==> src/rtl/td4x_pkg.sv <==
// Shared types and constants for the TD4X controller slice: opcodes,
// datapath source-select encoding, controller states and the positions
// of the output-port and PC bits inside the active-low load vector.
package td4x_pkg;

   typedef enum logic [3:0] {
      OP_ADD     = 4'b0000,
      OP_MOV_RS  = 4'b0001,
      OP_IN      = 4'b0010,
      OP_MOV_IMM = 4'b0011,
      OP_OUT_RD  = 4'b1001,
      OP_OUT_IMM = 4'b1011,
      OP_JZ      = 4'b1100,
      OP_HALT    = 4'b1101,
      OP_JNC     = 4'b1110,
      OP_JMP     = 4'b1111
   } opcode_e;

   typedef enum logic [1:0] {
      SEL_REG  = 2'b00,
      SEL_RSVD = 2'b01,
      SEL_IN   = 2'b10,
      SEL_ZERO = 2'b11
   } sel_e;

   typedef enum logic [1:0] {
      ST_FETCH,
      ST_EXEC,
      ST_WAIT_IN,
      ST_HALT
   } state_e;

   // Register index width; a two-register file still needs one index bit.
   function automatic int reg_idx_width(input int nreg);
      return (nreg > 2) ? $clog2(nreg) : 1;
   endfunction

   // The output-port load sits just above the register loads.
   function automatic int ld_out_idx(input int nreg);
      return nreg;
   endfunction

   // The PC load is the topmost bit of the load vector.
   function automatic int ld_pc_idx(input int nreg);
      return nreg + 1;
   endfunction

endpackage

==> src/rtl/td4x_op_decode.sv <==
// Combinational decode for the TD4X controller: turns the current state,
// the held instruction and the flags into the datapath select, the
// register read index, the active-low load strobes and the next-step hints.
module td4x_op_decode
   import td4x_pkg::*;
#(
   parameter int NREG = 2,
   parameter int RW   = reg_idx_width(NREG)
)(
   input  state_e          state,
   input  opcode_e         op,
   input  logic [RW-1:0]   rd,
   input  logic [RW-1:0]   rs,
   input  logic            c_flag,
   input  logic            z_flag,
   input  logic            in_valid,
   output logic [1:0]      sel,
   output logic [RW-1:0]   src_reg,
   output logic [NREG+1:0] ld_n,
   output logic            in_ready,
   output logic            go_wait,
   output logic            go_halt
);

   localparam int LD_OUT = ld_out_idx(NREG);
   localparam int LD_PC  = ld_pc_idx(NREG);

   logic [NREG+1:0] rd_load_n;

   // Low mask for the destination register; an index past the file loads nothing.
   always_comb begin
      rd_load_n = '1;
      for (int i = 0; i < NREG; i++) begin
         if (rd == RW'(i)) begin
            rd_load_n[i] = 1'b0;
         end
      end
   end

   // Per-state, per-opcode selection of source, destination and handshake.
   always_comb begin
      sel      = SEL_ZERO;
      src_reg  = '0;
      ld_n     = '1;
      in_ready = 1'b0;
      go_wait  = 1'b0;
      go_halt  = 1'b0;
      case (state)
         ST_EXEC: begin
            case (op)
               OP_ADD: begin
                  sel     = SEL_REG;
                  src_reg = rd;
                  ld_n    = rd_load_n;
               end
               OP_MOV_IMM: begin
                  ld_n = rd_load_n;
               end
               OP_MOV_RS: begin
                  sel     = SEL_REG;
                  src_reg = rs;
                  ld_n    = rd_load_n;
               end
               OP_IN: begin
                  sel      = SEL_IN;
                  in_ready = 1'b1;
                  if (in_valid) begin
                     ld_n = rd_load_n;
                  end else begin
                     go_wait = 1'b1;
                  end
               end
               OP_OUT_IMM: begin
                  ld_n[LD_OUT] = 1'b0;
               end
               OP_OUT_RD: begin
                  sel          = SEL_REG;
                  src_reg      = rd;
                  ld_n[LD_OUT] = 1'b0;
               end
               OP_JMP: begin
                  ld_n[LD_PC] = 1'b0;
               end
               OP_JNC: begin
                  ld_n[LD_PC] = c_flag;
               end
               OP_JZ: begin
                  ld_n[LD_PC] = ~z_flag;
               end
               OP_HALT: begin
                  go_halt = 1'b1;
               end
               default: begin
               end
            endcase
         end
         ST_WAIT_IN: begin
            sel      = SEL_IN;
            in_ready = 1'b1;
            if (in_valid) begin
               ld_n = rd_load_n;
            end
         end
         default: begin
         end
      endcase
   end

endmodule

==> src/rtl/td4x_ctrl.sv <==
// TD4X control unit: fetches one instruction into IR, executes it in a
// single cycle (or stalls on the input port for IN), keeps the carry and
// zero flags, and parks in HALT until reset.
module td4x_ctrl
   import td4x_pkg::*;
#(
   parameter  int DW   = 4,
   parameter  int NREG = 2,
   localparam int RW   = reg_idx_width(NREG),
   localparam int IW   = 4 + RW + DW
)(
   input  logic            clk,
   input  logic            rst_n,
   input  logic [IW-1:0]   instr,
   input  logic            instr_valid,
   output logic            instr_ready,
   input  logic            alu_c,
   input  logic            alu_z,
   input  logic            in_valid,
   output logic            in_ready,
   output logic [1:0]      sel,
   output logic [RW-1:0]   src_reg,
   output logic [DW-1:0]   imm,
   output logic [NREG+1:0] ld_n,
   output logic            c_flag,
   output logic            z_flag,
   output logic            halted
);

   state_e        state;
   logic [IW-1:0] ir;
   opcode_e       ir_op;
   logic [RW-1:0] ir_rd;
   logic [RW-1:0] ir_rs;
   logic          go_wait;
   logic          go_halt;
   logic          reg_load;

   assign ir_op = opcode_e'(ir[IW-1 -: 4]);
   assign ir_rd = ir[DW +: RW];
   assign ir_rs = ir[RW-1:0];
   assign imm   = ir[DW-1:0];

   // Flags follow the adder only when a general register is being written.
   assign reg_load    = ~&ld_n[NREG-1:0];
   assign instr_ready = rst_n && (state == ST_FETCH);
   assign halted      = (state == ST_HALT);

   td4x_op_decode #(
      .NREG (NREG),
      .RW   (RW)
   ) u_decode (
      .state    (state),
      .op       (ir_op),
      .rd       (ir_rd),
      .rs       (ir_rs),
      .c_flag   (c_flag),
      .z_flag   (z_flag),
      .in_valid (in_valid),
      .sel      (sel),
      .src_reg  (src_reg),
      .ld_n     (ld_n),
      .in_ready (in_ready),
      .go_wait  (go_wait),
      .go_halt  (go_halt)
   );

   // Sequencer, instruction register and flags; reset drops any pending load.
   always_ff @(posedge clk or negedge rst_n) begin
      if (!rst_n) begin
         state  <= ST_FETCH;
         ir     <= '0;
         c_flag <= 1'b0;
         z_flag <= 1'b0;
      end else begin
         if (reg_load) begin
            c_flag <= alu_c;
            z_flag <= alu_z;
         end
         case (state)
            ST_FETCH: begin
               if (instr_valid) begin
                  ir    <= instr;
                  state <= ST_EXEC;
               end
            end
            ST_EXEC: begin
               if (go_halt) begin
                  state <= ST_HALT;
               end else if (go_wait) begin
                  state <= ST_WAIT_IN;
               end else begin
                  state <= ST_FETCH;
               end
            end
            ST_WAIT_IN: begin
               if (in_valid) begin
                  state <= ST_FETCH;
               end
            end
            ST_HALT: begin
               state <= ST_HALT;
            end
            default: begin
               state <= ST_FETCH;
            end
         endcase
      end
   end

endmodule

==> config.mk <==
export PLATFORM = sky130hd
export DESIGN_NAME = td4x_ctrl
export DESIGN_NICKNAME = d
export VERILOG_FILES = /design/src/rtl/td4x_pkg.sv /design/src/rtl/td4x_op_decode.sv /design/src/rtl/td4x_ctrl.sv
export SDC_FILE = /design/constraint.sdc
export NUM_CORES = 1
export LEC_CHECK = 0
export ABC_CLOCK_PERIOD_IN_PS = 5440
export CAP_MARGIN = 5
export CORE_MARGIN = 2
export CORE_UTILIZATION = 47
export CTS_CLUSTER_DIAMETER = 120
export DETAILED_ROUTE_END_ITERATION = 7
export GPL_TIMING_DRIVEN = 1
export HOLD_SLACK_MARGIN = 0.08
export PLACE_DENSITY = 0.94
export SLEW_MARGIN = 10
export SYNTH_ARGS = -nofsm -noshare
export SYNTH_HDL_FRONTEND = slang
export SYNTH_SLANG_ARGS = --single-unit
==> constraint.sdc <==
create_clock -name clk -period 5.44 [get_ports clk]
set_clock_uncertainty 0.2 [all_clocks]
set_input_delay 0.816 -clock clk [delete_from_list [all_inputs] [get_ports clk]]
set_output_delay 0.816 -clock clk [all_outputs]
set_load 0.05 [all_outputs]
Word level (Yosys, flattened, before mapping)

Cells that the tools add are included.

Equality and inequality tests: 14
Multiplexer cells: 23
Bitwise logic cells: 1
Reductions and logical operators: 10

Operators with widths:

| cell                                                                  | number |
|---|---|
| 4-bit equality test, second input constant                            | 6 |
| 2-bit case mux with 2 select lines                                    | 3 |
| 2-bit 2-to-1 mux                                                      | 5 |
| 1-bit 2-to-1 mux                                                      | 9 |
| 4-bit by 2-bit equality test with 1-bit output, second input constant | 2 |
| 2-bit case mux with 4 select lines                                    | 1 |
| 4-bit case mux with 2 select lines                                    | 1 |
| 1-bit case mux with 2 select lines                                    | 3 |
| 2-bit AND reduction                                                   | 3 |
| 3-bit OR reduction                                                    | 2 |
| 2-bit equality test, second input constant                            | 2 |
| 4-bit by 1-bit equality test with 1-bit output, second input constant | 1 |
| 4-bit logical NOT                                                     | 1 |
| 2-bit inequality test, second input constant                          | 2 |
| 1-bit case mux with 4 select lines                                    | 1 |
| 2-bit OR reduction                                                    | 2 |
| 2-bit by 1-bit equality test with 1-bit output, second input constant | 1 |
| 2-bit logical NOT                                                     | 1 |
| 1-bit logical AND                                                     | 1 |
| 1-bit NOT                                                             | 1 |

Bits in registers: 13
Bits of input ports: 15
Output and inout bits: 16
Word-level logic and storage cells: 52

Longest topological paths before layout

Word-level depth: 6
Gate-level depth with buffers: 7
Depth with buffers taken out: 6

By module

A second synthesis with hierarchy kept.

Cell total of the unflattened synthesis: 76
Area total of the unflattened synthesis: 824.5 µm²

By module, submodules not included:

| module         | instances | cells an instance | area an instance (µm²) | sequential area each (µm²) |
|---|---|---|---|---|
| td4x_ctrl      | 1         | 39                | 554.3                  | 325.3 |
| td4x_op_decode | 1         | 37                | 270.3                  | 0.0 |

Worst setup path before layout

No wires, ideal clock.

Path type: register to output
Start point: reg state[1]
End point: out src_reg
Arrival: 1.918 ns
Required time: 4.424 ns
Path slack: 2.506 ns
Cell stages (with the launch flop): 6
Path buffers: 1
Cell sequence: dfrtp_1 > inv_1 > ha_1 > buf_4 > nand2b_4 > nor3_1

Word-level cells in the longest chain between the ends: 2

RTL lines:

| item                                           | RTL line             | source |
|---|---|---|
| start: declaration                             | td4x_ctrl.sv:30      | `state_e state;` |
| start signal: assignment                       | td4x_ctrl.sv:71      | `state <= ST_FETCH;` |
| start signal: assignment                       | td4x_ctrl.sv:84      | `state <= ST_EXEC;` |
| start signal: assignment                       | td4x_ctrl.sv:89      | `state <= ST_HALT;` |
| 2-bit by 1-bit equality test with 1-bit output | td4x_op_decode.sv:48 | `case (state)` |
| 1-bit 2-to-1 mux                               | td4x_op_decode.sv:48 |  |
| end: declaration                               | td4x_ctrl.sv:22      | `output logic [RW-1:0] src_reg,` |

No other way between the ends.

Worst setup path after layout

Start point: in in_valid
End point: out ld_n[1]

Word-level cells in the longest chain between the ends: 3

RTL lines:

| item                                   | RTL line                                    | source |
|---|---|---|
| start: declaration                     | td4x_ctrl.sv:19                             | `input logic in_valid,` |
| 2-bit 2-to-1 mux (*)                   | td4x_op_decode.sv:67, td4x_op_decode.sv:100 |  |
| 2-bit case mux with 2 select lines     | td4x_op_decode.sv:50                        | `case (op)` |
| 4-bit case mux with 2 select lines (*) | td4x_op_decode.sv:48                        |  |
| end: declaration                       | td4x_ctrl.sv:24                             | `output logic [NREG+1:0] ld_n,` |

Mark *: on every way between the ends. The rest lies on a longest branch, timed or not.

==> results.sh <==
export IMPL_required_ps=4420
export IMPL_ys_types=29
export IMPL_grt_pass1_vias=685
export IMPL_netlist_area_um2=850.8
export IMPL_num_rows=15
export IMPL_ys_warn_count=0
export IMPL_grt_max_degree=15
export IMPL_routed_wl_um=1789
export IMPL_maxSlewViolCount=0
export IMPL_antenna_cells=0
export IMPL_synth_seq_cells=13
export IMPL_netlist_instances=81
export IMPL_layout_setup_ws_ps=1787
export IMPL_layout_drive_gt1_share_pct=18.35
export IMPL_worstSetupEndpointType="primary output"
export IMPL_crit_chain="clkdlybuf4s50_1 > nand2b_1 > nand3_1 > nor2_2 > o21ai_1 > clkdlybuf4s50_1"
export IMPL_multi_input_area_um2=462.9
export IMPL_initial_utilization_pct=49.82
export IMPL_final_seq_area_um2=325.3
export IMPL_grt_usage_pct=19.47
export IMPL_criticalPathCategory="input pin to primary output"
export IMPL_ios=31
export IMPL_cts_hold_buffers=0
export IMPL_hp_class="flip-flop to flip-flop"
export IMPL_arrival_ps=2640
export IMPL_ant_nets=0
export IMPL_gp_congestion=0.7274
export IMPL_dp_hpwl_um=1413
export IMPL_cts_resized=0
export IMPL_cts_reportedPaths_clkPinSlew_ps=80
export IMPL_max_stage_delay_ps=710
export IMPL_fillCellCount=137
export IMPL_drc=0
export IMPL_preCtsSetupSlack_ps=1786
export IMPL_die_height_um=46.55
export IMPL_drv_cap=0
export IMPL_rsz0062_at_grt="false"
export IMPL_ctsLongestPathBuffers=2
export IMPL_wl_per_cell_um=13.35
export IMPL_tightestPinTransition_ps=504.9
export IMPL_outcome="finished, final reports clean"
export IMPL_antenna_found_initial=0
export IMPL_core_um2=1708
export IMPL_syn_area_per_cell_um2=10.50
export IMPL_grt_pass1_wl_um=2904
export IMPL_setup_tns_ps=0
export IMPL_area_delta_synth_final_pct=37.35
export IMPL_via_per_inst=5.254
export IMPL_hold_viol=0
export IMPL_layout_commonest_cell="clkdlybuf4s50_1"
export IMPL_period_minus_slack_ps=3653
export IMPL_die_area_um2=2166
export IMPL_worstSkewPairLatency_ps=270
export IMPL_cts_tree="yes"
export IMPL_nNetsFinal=130
export IMPL_clock_sinks=13
export IMPL_grt_remaining_overflow=0
export IMPL_relSlewSlack_pct=66.24
export IMPL_io_buffers=30
export IMPL_finalCritPeriodShare_pct=67.15
export IMPL_cts_root_buf="clkbuf_4"
export IMPL_worst_setup_path_start_kind="input pin"
export IMPL_die_w_um=46.55
export IMPL_finalSetupViolations=0
export IMPL_post_cts_buffers=0
export IMPL_synth_nets=101
export IMPL_yosysSeqAreaShare_pct=38.24
export IMPL_path_max_fanout=4
export IMPL_layout_common_cells="30 x clkdlybuf4s50_1, 13 x dfrtp_1, 9 x mux2_2, 7 x nand2_1, 5 x ha_1"
export IMPL_critPathSlowestCell="clkdlybuf4s50_1"
export IMPL_drtIter0Drc=7
export IMPL_fmax_mhz=273.8
export IMPL_vias=704
export IMPL_drt_first_pass_iters=4
export IMPL_crit_path_frequent_cell="clkdlybuf4s50_1"
export IMPL_numCtsBuffers=3
export IMPL_htree_levels=1
## kinds of logic (layout without fill, tap and decap cells)
logic type | count (synthesis) | in the layout | synth area share (%)
AND/OR/NAND/NOR | 25 | 25 | 19.27
multiplexers | 11 | 11 | 15.44
adder cells (fa/ha/maj) | 5 | 5 | 7.353
flip-flops | 13 | 13 | 38.24
buffers and inverters | 11 | 39 | 7.353
XOR/XNOR | 1 | 1 | 1.030
AO/OA/AOI/OAI | 15 | 15 | 11.32
## worst paths after layout
check,start,to,slack [ps],depth (start not counted)
max in group asynchronous,rst_n,ir[1],4230,2
worst max-delay path,in_valid,ld_n[1],1790,6
worst min register to register,ir[2],ir[2],320,1
worst max register to register,state[1],z_flag,3440,6
min in group asynchronous,rst_n,c_flag,640,2
worst min-delay path,ir[2],ir[2],320,1
## flip-flops by register name, summed over array words and instances, names as in the netlist
register	flops
c_flag	1
ir	9
state	2
z_flag	1
## critical path: cells and delay by family
family / cells / cell delay [ps]
buffers and inverters: 2 / 1230
AOI/OAI and AO/OA: 1 / 120
and+or+nand+nor: 3 / 460
## cell usage after synthesis
cell / instances / area share [%]
nand2b_1: 3 / 2.2
nand2_1: 7 / 3.1
o21ai_0: 2 / 1.2
and2_1: 1 / 0.74
nand2b_4: 2 / 3.2
mux2_2: 9 / 12
a21oi_2: 1 / 1.0
nor2b_1: 2 / 1.5
nand3_1: 1 / 0.59
o21ai_1: 4 / 2.4
a21oi_1: 2 / 1.2
buf_4: 5 / 4.4
buf_2: 2 / 1.2
xnor2_1: 1 / 1.0
a2111oi_0: 1 / 1.0
inv_1: 4 / 1.8
a22oi_1: 2 / 1.8
nor2_1: 3 / 1.3
o21a_1: 1 / 0.88
mux2_4: 2 / 3.5
nor4_4: 1 / 2.5
dfrtp_1: 13 / 38
o31ai_1: 1 / 0.88
a22o_1: 1 / 1.0
ha_1: 5 / 7.4
and3b_1: 1 / 1.0
nor2_2: 1 / 0.74
nor3_1: 2 / 1.2
and4b_1: 1 / 1.2
## metal layers
metal,wire length (um),share of wire (%),global-route usage (%),vias up
met1,749,42,22.03,343
met5,0,0,0,-
met4,18,1.0,10.86,0
met2,940,53,33.61,26
met3,80,4.5,3.922,2
li1,-,-,-,333
## through the flow
| stage | instance area, um^2 | cells | util [%] | hold WS, ps |
|---|---|---|---|---|
| after floorplan | 850.8 | 81 | - | 280.7 |
| after global placement | 1142 | 130 | 66.89 | 285.8 |
| after detailed placement | 1142 | 130 | 66.89 | 304.9 |
| after CTS | 1169 | 134 | 68.42 | 320.9 |
| after global routing | 1169 | 134 | 68.42 | 345.2 |
| final | 1169 | 134 | 68.42 | 317.9 |
## layout make-up
type	count	area share, %
multi-input cells	57	39.61
repair buffers	31	26.34
flip-flops and latches	13	27.84
inverters	4	1.285
well taps	25	2.677
clock buffers	4	2.248
Power is left out: the tool's default activity adds up to more than one toggle a clock period on the data nets, which glitch-free logic cannot reach.
